## src/rtl/rv_mem_arb.sv

```systemverilog
// rtl/rv_mem_arb.sv - two-port fetch/data arbiter onto a single-cycle shared memory port
//
// Purpose: arbitrates an instruction-fetch port and a data port onto one
// memory port. Data wins by default; a fetch that has been denied
// STARVE_MAX cycles in a row is forced through. Reads return one cycle
// after the grant and are steered back to the requester that owned the slot.
//
// Ports:
//   clk, rst_n                    clock, asynchronous active-low reset
//   if_req/if_addr                fetch request (read only)
//   if_gnt/if_rvalid/if_rdata     fetch grant and read response
//   dm_req/dm_we/dm_be/dm_addr/dm_wdata   data request
//   dm_gnt/dm_rvalid/dm_rdata     data grant and read response
//   mem_req/mem_we/mem_be/mem_addr/mem_wdata  shared memory request
//   mem_rdata                     memory read data, one cycle after a read
//   conflict_cnt                  saturating count of both-requesting cycles

module rv_mem_arb #(
  parameter int STARVE_MAX = 3,
  parameter int CNT_W      = 16
) (
  input  logic             clk,
  input  logic             rst_n,
  input  logic             if_req,
  input  logic [31:0]      if_addr,
  output logic             if_gnt,
  output logic             if_rvalid,
  output logic [31:0]      if_rdata,
  input  logic             dm_req,
  input  logic             dm_we,
  input  logic [3:0]       dm_be,
  input  logic [31:0]      dm_addr,
  input  logic [31:0]      dm_wdata,
  output logic             dm_gnt,
  output logic             dm_rvalid,
  output logic [31:0]      dm_rdata,
  output logic             mem_req,
  output logic             mem_we,
  output logic [3:0]       mem_be,
  output logic [31:0]      mem_addr,
  output logic [31:0]      mem_wdata,
  input  logic [31:0]      mem_rdata,
  output logic [CNT_W-1:0] conflict_cnt
);

  localparam int SW = (STARVE_MAX < 1) ? 1 : $clog2(STARVE_MAX + 1);

  typedef enum logic [1:0] {
    OWN_NONE = 2'd0,
    OWN_IF   = 2'd1,
    OWN_DM   = 2'd2
  } owner_t;

  owner_t        owner, owner_nxt;
  logic [SW-1:0] starve_cnt;
  logic          starved;

  assign starved = (starve_cnt == SW'(STARVE_MAX));

  // Grants are combinational and held off entirely while reset is asserted.
  assign if_gnt = rst_n && if_req && (!dm_req || starved);
  assign dm_gnt = rst_n && dm_req && !if_gnt;

  always_comb begin
    mem_req   = if_gnt || dm_gnt;
    mem_we    = 1'b0;
    mem_be    = 4'h0;
    mem_addr  = 32'h0;
    mem_wdata = 32'h0;
    if (if_gnt) begin
      mem_be   = 4'hF;
      mem_addr = if_addr;
    end else if (dm_gnt) begin
      mem_we    = dm_we;
      mem_be    = dm_be;
      mem_addr  = dm_addr;
      mem_wdata = dm_wdata;
    end
  end

  always_ff @(posedge clk or negedge rst_n) begin
    if (!rst_n) begin
      starve_cnt <= '0;
    end else if (if_req && !if_gnt) begin
      if (!starved) starve_cnt <= starve_cnt + SW'(1);
    end else begin
      starve_cnt <= '0;
    end
  end

  always_ff @(posedge clk or negedge rst_n) begin
    if (!rst_n) begin
      conflict_cnt <= '0;
    end else if (if_req && dm_req && (conflict_cnt != {CNT_W{1'b1}})) begin
      conflict_cnt <= conflict_cnt + CNT_W'(1);
    end
  end

  // Owner FSM: remembers who gets next cycle's read data.
  always_ff @(posedge clk or negedge rst_n) begin
    if (!rst_n) owner <= OWN_NONE;
    else        owner <= owner_nxt;
  end

  always_comb begin
    owner_nxt = OWN_NONE;
    if (if_gnt)                owner_nxt = OWN_IF;
    else if (dm_gnt && !dm_we) owner_nxt = OWN_DM;
  end

  always_comb begin
    if_rvalid = (owner == OWN_IF);
    dm_rvalid = (owner == OWN_DM);
    if_rdata  = if_rvalid ? mem_rdata : 32'h0;
    dm_rdata  = dm_rvalid ? mem_rdata : 32'h0;
  end

endmodule

```

## config.mk

```make
export PLATFORM = sky130hd
export DESIGN_NAME = rv_mem_arb
export DESIGN_NICKNAME = d
export VERILOG_FILES = /design/src/rtl/rv_mem_arb.sv
export SDC_FILE = /design/constraint.sdc
export NUM_CORES = 1
export LEC_CHECK = 0
export ABC_AREA = 1
export CAP_MARGIN = 10
export CORE_ASPECT_RATIO = 0.5
export CORE_MARGIN = 5
export CORE_UTILIZATION = 27
export DETAILED_ROUTE_END_ITERATION = 10
export GPL_ROUTABILITY_DRIVEN = 0
export GPL_TIMING_DRIVEN = 1
export PLACE_DENSITY = 0.85
export SYNTH_ARGS = -nofsm -noshare
export SYNTH_HDL_FRONTEND = slang
export SYNTH_SLANG_ARGS = --single-unit
```

## constraint.sdc

```tcl
create_clock -name clk -period 2.33 [get_ports clk]
set_clock_uncertainty 0.1 [all_clocks]
set_input_delay 0.466 -clock clk [delete_from_list [all_inputs] [get_ports clk]]
set_output_delay 0.466 -clock clk [all_outputs]
set_load 0.01 [all_outputs]
```

**After elaboration in Yosys (flattened, before gate mapping)**

Cells that the tools add are included.

- $lt $le $gt $ge: 0
- Mux-type cells: 14
- Divide/modulo/power cells: 0
- $add $sub $neg: 2
- Reduce and logical (&&, ||, !) cells: 13
- $mul: 0
- Equality and inequality tests: 5
- Bitwise operators: 0
- Shift operators: 0

Operators by type and width:

| kind | count |
|---|---|
| $mux W32 | 6 |
| $add A16 B1 Y16 const B | 1 |
| $ne A16 B16 Y1 const B | 1 |
| $logic_and A1 B1 Y1 | 8 |
| $mux W2 | 4 |
| $mux W4 | 2 |
| $eq A2 B2 Y1 const B | 2 |
| $logic_not A1 Y1 | 3 |
| $add A2 B1 Y2 const B | 1 |
| $eq A2 B1 Y1 const B | 1 |
| $logic_or A1 B1 Y1 | 2 |
| $mux W1 | 2 |
| $ne A2 B2 Y1 const B | 1 |

- Memories kept: 0
- Memory bits (writable): 0
- Output and inout port bits: 154
- Input bits: 137
- Logic and storage cells: 37
- Memory bits (read-only): 0
- Bits in latches: 0
- Bits in registers: 20

**Logic depth before layout (Yosys ltp)**

- Word-level depth: 8
- Gate-level depth with buffers: 9
- Mapped depth without buffers: 8

**Least setup slack after synthesis**

OpenSTA, ideal clock, no wires.

- Path kind: reg2out
- From: register starve_cnt[0]
- To: output mem_addr[25]
- Required time: 1.764 ns
- Setup slack: 0.428 ns
- Stages on the path, launching flop included: 10
- Arrival: 1.336 ns
- Path buffers: 1
- Path through: dfrtp_1 -> ha_1 -> inv_1 -> nand2_2 -> nand3_4 -> nand3_4 -> inv_4 -> buf_6 -> nand2_1 -> nand2_1

- Cells in the longest elaborated chain, start to end: 7

RTL lines:

| element | RTL line | source |
|---|---|---|
| from (decl) | 55 | `logic [SW-1:0] starve_cnt;` |
| from (signal assigned) | 85 | `if (!starved) starve_cnt <= starve_cnt + SW'(1);` |
| $eq A2 B2 Y1 | 58 | `assign starved = (starve_cnt == SW'(STARVE_MAX));` |
| $logic_or A1 B1 Y1 | 61 | `assign if_gnt = rst_n && if_req && (!dm_req \|\| starved);` |
| $logic_and A1 B1 Y1 | 61 |  |
| $logic_not A1 Y1 | 62 | `assign dm_gnt = rst_n && dm_req && !if_gnt;` |
| $logic_and A1 B1 Y1 | 62 |  |
| via dm_gnt | 34 | `output logic dm_gnt,` |
| $mux W32 | 73 | `end else if (dm_gnt) begin` |
| $mux W32 | 70 | `if (if_gnt) begin` |
| to (decl) | 40 | `output logic [31:0] mem_addr,` |

The timed path passes the listed nets, and every way through them passes these cells.

**Final worst setup path**

- From: register starve_cnt[0]
- To: output mem_wdata[1]

- Cells in the longest elaborated chain, start to end: 7

RTL lines:

| element | RTL line | source |
|---|---|---|
| $eq A2 B2 Y1 (*) | 58 |  |
| $logic_or A1 B1 Y1 (*) | 61 |  |
| $logic_and A1 B1 Y1 (*) | 61 |  |
| $logic_not A1 Y1 | 62 |  |
| $logic_and A1 B1 Y1 | 62 |  |
| $mux W32 | 73 |  |
| $mux W32 (*) | 70 |  |
| to (decl) | 41 | `output logic [31:0] mem_wdata,` |

Mark *: on every way between the ends. The rest lies on a longest branch, timed or not.

==> results by group <==
Status
  • Outcome: finished, final reports clean

Global routing
  • Vias in the first global route: 3621
  • Routing usage on met1: 26.26%
  • GR Util All Layers: between 20% and 30%
  • Largest net degree at the start of global routing: 34
  • Antenna violations before repair: 0
  • First-pass GRT wire length: slightly below 20000 µm
  • Met3 global-route usage: 2.382%
  • Total gr overflow: 0
  • Met2 usage: 41.71%
  • Busiest grt layer: met2

Placement
  • Buffers on Ports: 290
  • Placed cells: 878
  • DP HPWL: 10900 µm
  • Place WS: -0.5077 ns

Synthesis
  • Top post-synthesis cells by area: nand2_1 28%, dfrtp_1 21%, nor2_1 19%
  • Synth area leader: nand2_1
  • Count of cell types in the netlist: 22
  • Number of synthesized flops with an enable pin: 0
  • Most instantiated cells after synthesis: 177 x nand2_1, 118 x nor2_1, 91 x inv_1
  • Yosys top cell area share: 28.02%
  • Async S/R FF share, synth: 100.0%
  • Seq/Total Area, Yosys: 21.11%
  • Synthesized cell area: 0.002371 mm²
  • Synth Net Count: roughly 610
  • Synth warnings: 0
  • Most common cell in the netlist: nand2_1
  • Average cell area after synthesis: 5.077 µm²
  • Top FF cell, synth: dfrtp_1
  • #FFs+latches synth: 20
  • Cells after Synth: approximately 470

Cells and area
  • Area Growth Syn to Fin: 128.3%
  • Share of cells above drive strength 1: between 10% and 20%
  • FF+latch area: 500.5 µm²
  • # nets final: about 910
  • Fillers: about 830
  • Ant. Diodes: 0
  • Non-Filler Instances: 886
  • Area occupied by multi-input gates: 0.001433 mm²

Worst setup path
  • Most used cell, CP: nand3_4
  • Critical Path Start Type: flop
  • Crit. End Element: primary output
  • Max stage delay on crit path: 0.39 ns
  • Critical path fanouts, max: 24
  • Critical Path, Cell by Cell: ha_2 > inv_2 > nand2_2 > nand3_4 > nand3_4 > buf_8 > nor2_1 > dlygate4sd2_1
  • CP max-delay cell: dfrtp_1
  • Critical path type: flop to primary output
  • CP Data Arrival Time: about 1.7 ns
  • Worst EP required: 1.76 ns

Route
  • DRC: 0
  • Via count: 3772
  • Detailed Routing Iterations Pass 1: 4
  • Avg Vias per Cell: between 4 and 5
  • Wire per inst: 14.62 µm
  • Post-DRT Antenna Nets: 0
  • WL final: between 10000 and 15000 µm
  • Starting DRT DRC Count: between 150 and 200

Power and ir drop
  • VDD IR-drop max: 0.4941 mV
  • Leakage Power: ~0.0032 µW
  • P per Cell Area: 315.4 mW/mm²
  • Tot Pwr: 1707 µW

CTS
  • Clk slew on worst S/H paths: 0.06 ns
  • Cts bufs inserted: 3
  • CTS tree: yes
  • CTS sink count: 20
  • H-tree depth: 1
  • Clock Tree Root: clkbuf_16
  • Worst-skew pair later-pin latency: roughly 0.25 ns
  • Clock tree buffer depth: 2

Die
  • Core area: 0.008618 mm²
  • Total die area: 0.01087 mm²
  • Initial Util: 27.51%
  • IO Pins: 291
  • Die Wd: around 140 µm
  • Row count: 24
  • Die height: 76.27 µm

STA
  • Hold slack: 0.3627 ns
  • F_max: 437.6 MHz
  • Pins over their slew limit: 0
  • Slew HR: 80.37%
  • Setup WS post-layout: 0.04488 ns
  • Post-route minimum period: 2.285 ns
  • Setup Viol. Count Final: 0
  • Tcrit/Tclk final: 98.07%
  • RSZ-0062 raised after global routing: true
  • Worst-Margin Slew: 0.2933 ns
  • Total negative slack: 0 ns
  • Hold Vio Cnt, Final: 0

Job
  • Max-Cap Viols: 0

Hold path
  • Hold Path Class: input port to async pin
layout by cell type, fill, tap and decap left out, drive strengths merged, types with 9 or more instances in the layout:
master,count
nand4,9
clkdlybuf4s50,197
dfrtp,20
nand3,12
dlymetal6s2s,18
inv,92
clkbuf,46
buf,47
nand2,181
dlygate4sd2,9
nor2,122
final timing paths:
path | to | cells past startpoint | startpoint | slack, ns
max | mem_wdata[1] | 8 | starve_cnt[0]$_DFFE_PN0P_ | 0.04
min | conflict_cnt[15]$_DFFE_PN0P_ | 2 | rst_n | 0.36
max reg2reg | conflict_cnt[7]$_DFFE_PN0P_ | 9 | conflict_cnt[0]$_DFFE_PN0P_ | 0.50
min reg2reg | conflict_cnt[15]$_DFFE_PN0P_ | 2 | conflict_cnt[15]$_DFFE_PN0P_ | 0.44
max in group asynchronous | conflict_cnt[0]$_DFFE_PN0P_ | 2 | rst_n | 1.57
min in group clk | conflict_cnt[15]$_DFFE_PN0P_ | 2 | conflict_cnt[15]$_DFFE_PN0P_ | 0.44
layer usage:
| layer | wire length, µm | vias to the layer above |
|---|---|---|
| li1 | - | 1944 |
| met2 | 6803 | 129 |
| met1 | 5112 | 1672 |
| met4 | 340 | 0 |
| met3 | 697 | 27 |
| met5 | 0 | - |
state kept, by name, indices dropped and copies added, names as in the netlist:
| register | cells |
|---|---|
| conflict_cnt | 16 |
| owner | 2 |
| starve_cnt | 2 |
layout make-up:
cell class | count | share of cell area [%]
multi-input cells | 339 | 26.47
inverters | 92 | 6.519
flip-flops and latches | 20 | 9.246
well taps | 117 | 2.705
clock buffers | 4 | 1.641
repair buffers | 314 | 53.42
worst max-delay path: cells and delay by family, from the launching register on:
family | cells | cell delay [ns]
fa+ha+maj | 1 | 0.20
buf+inv | 3 | 0.52
flops | 1 | 0.39
simple gates | 4 | 0.35
cells by family after synthesis:
kind of cell             count (synthesis)  share of synthesized area [%]
buffers and inverters                  108                          18.79
XOR/XNOR                                 6                          2.216
AO/OA/AOI/OAI                            6                          1.583
AND/OR/NAND/NOR                        325                          55.25
adder cells (fa/ha/maj)                  2                          1.055
flip-flops                              20                          21.11
where the power goes:
part	internal, µW	total, µW	switching, µW
sequential	391	457	66.7
clock	262	389	127
combinational	490	861	371
total	1140	1710	565
timing repair:
item / in CTS / in global routing
setup buffers: 1 / 2
endpoints found under the setup margin: 72 / 101
hold buffers: 0 / 0
cloned: 0 / 1
gates resized for setup: 148 / 115
pin swaps: 1 / 2
through the flow:
| step | util [%] | area (µm²) |
|---|---|---|
| floorplan | - | 2371 |
| global placement | 64.08 | 5523 |
| detailed placement | 64.08 | 5523 |
| finish | 62.80 | 5413 |
| CTS | 64.97 | 5599 |
| global route | 62.80 | 5413 |
Note: power is estimated with default switching activity, not from simulation.
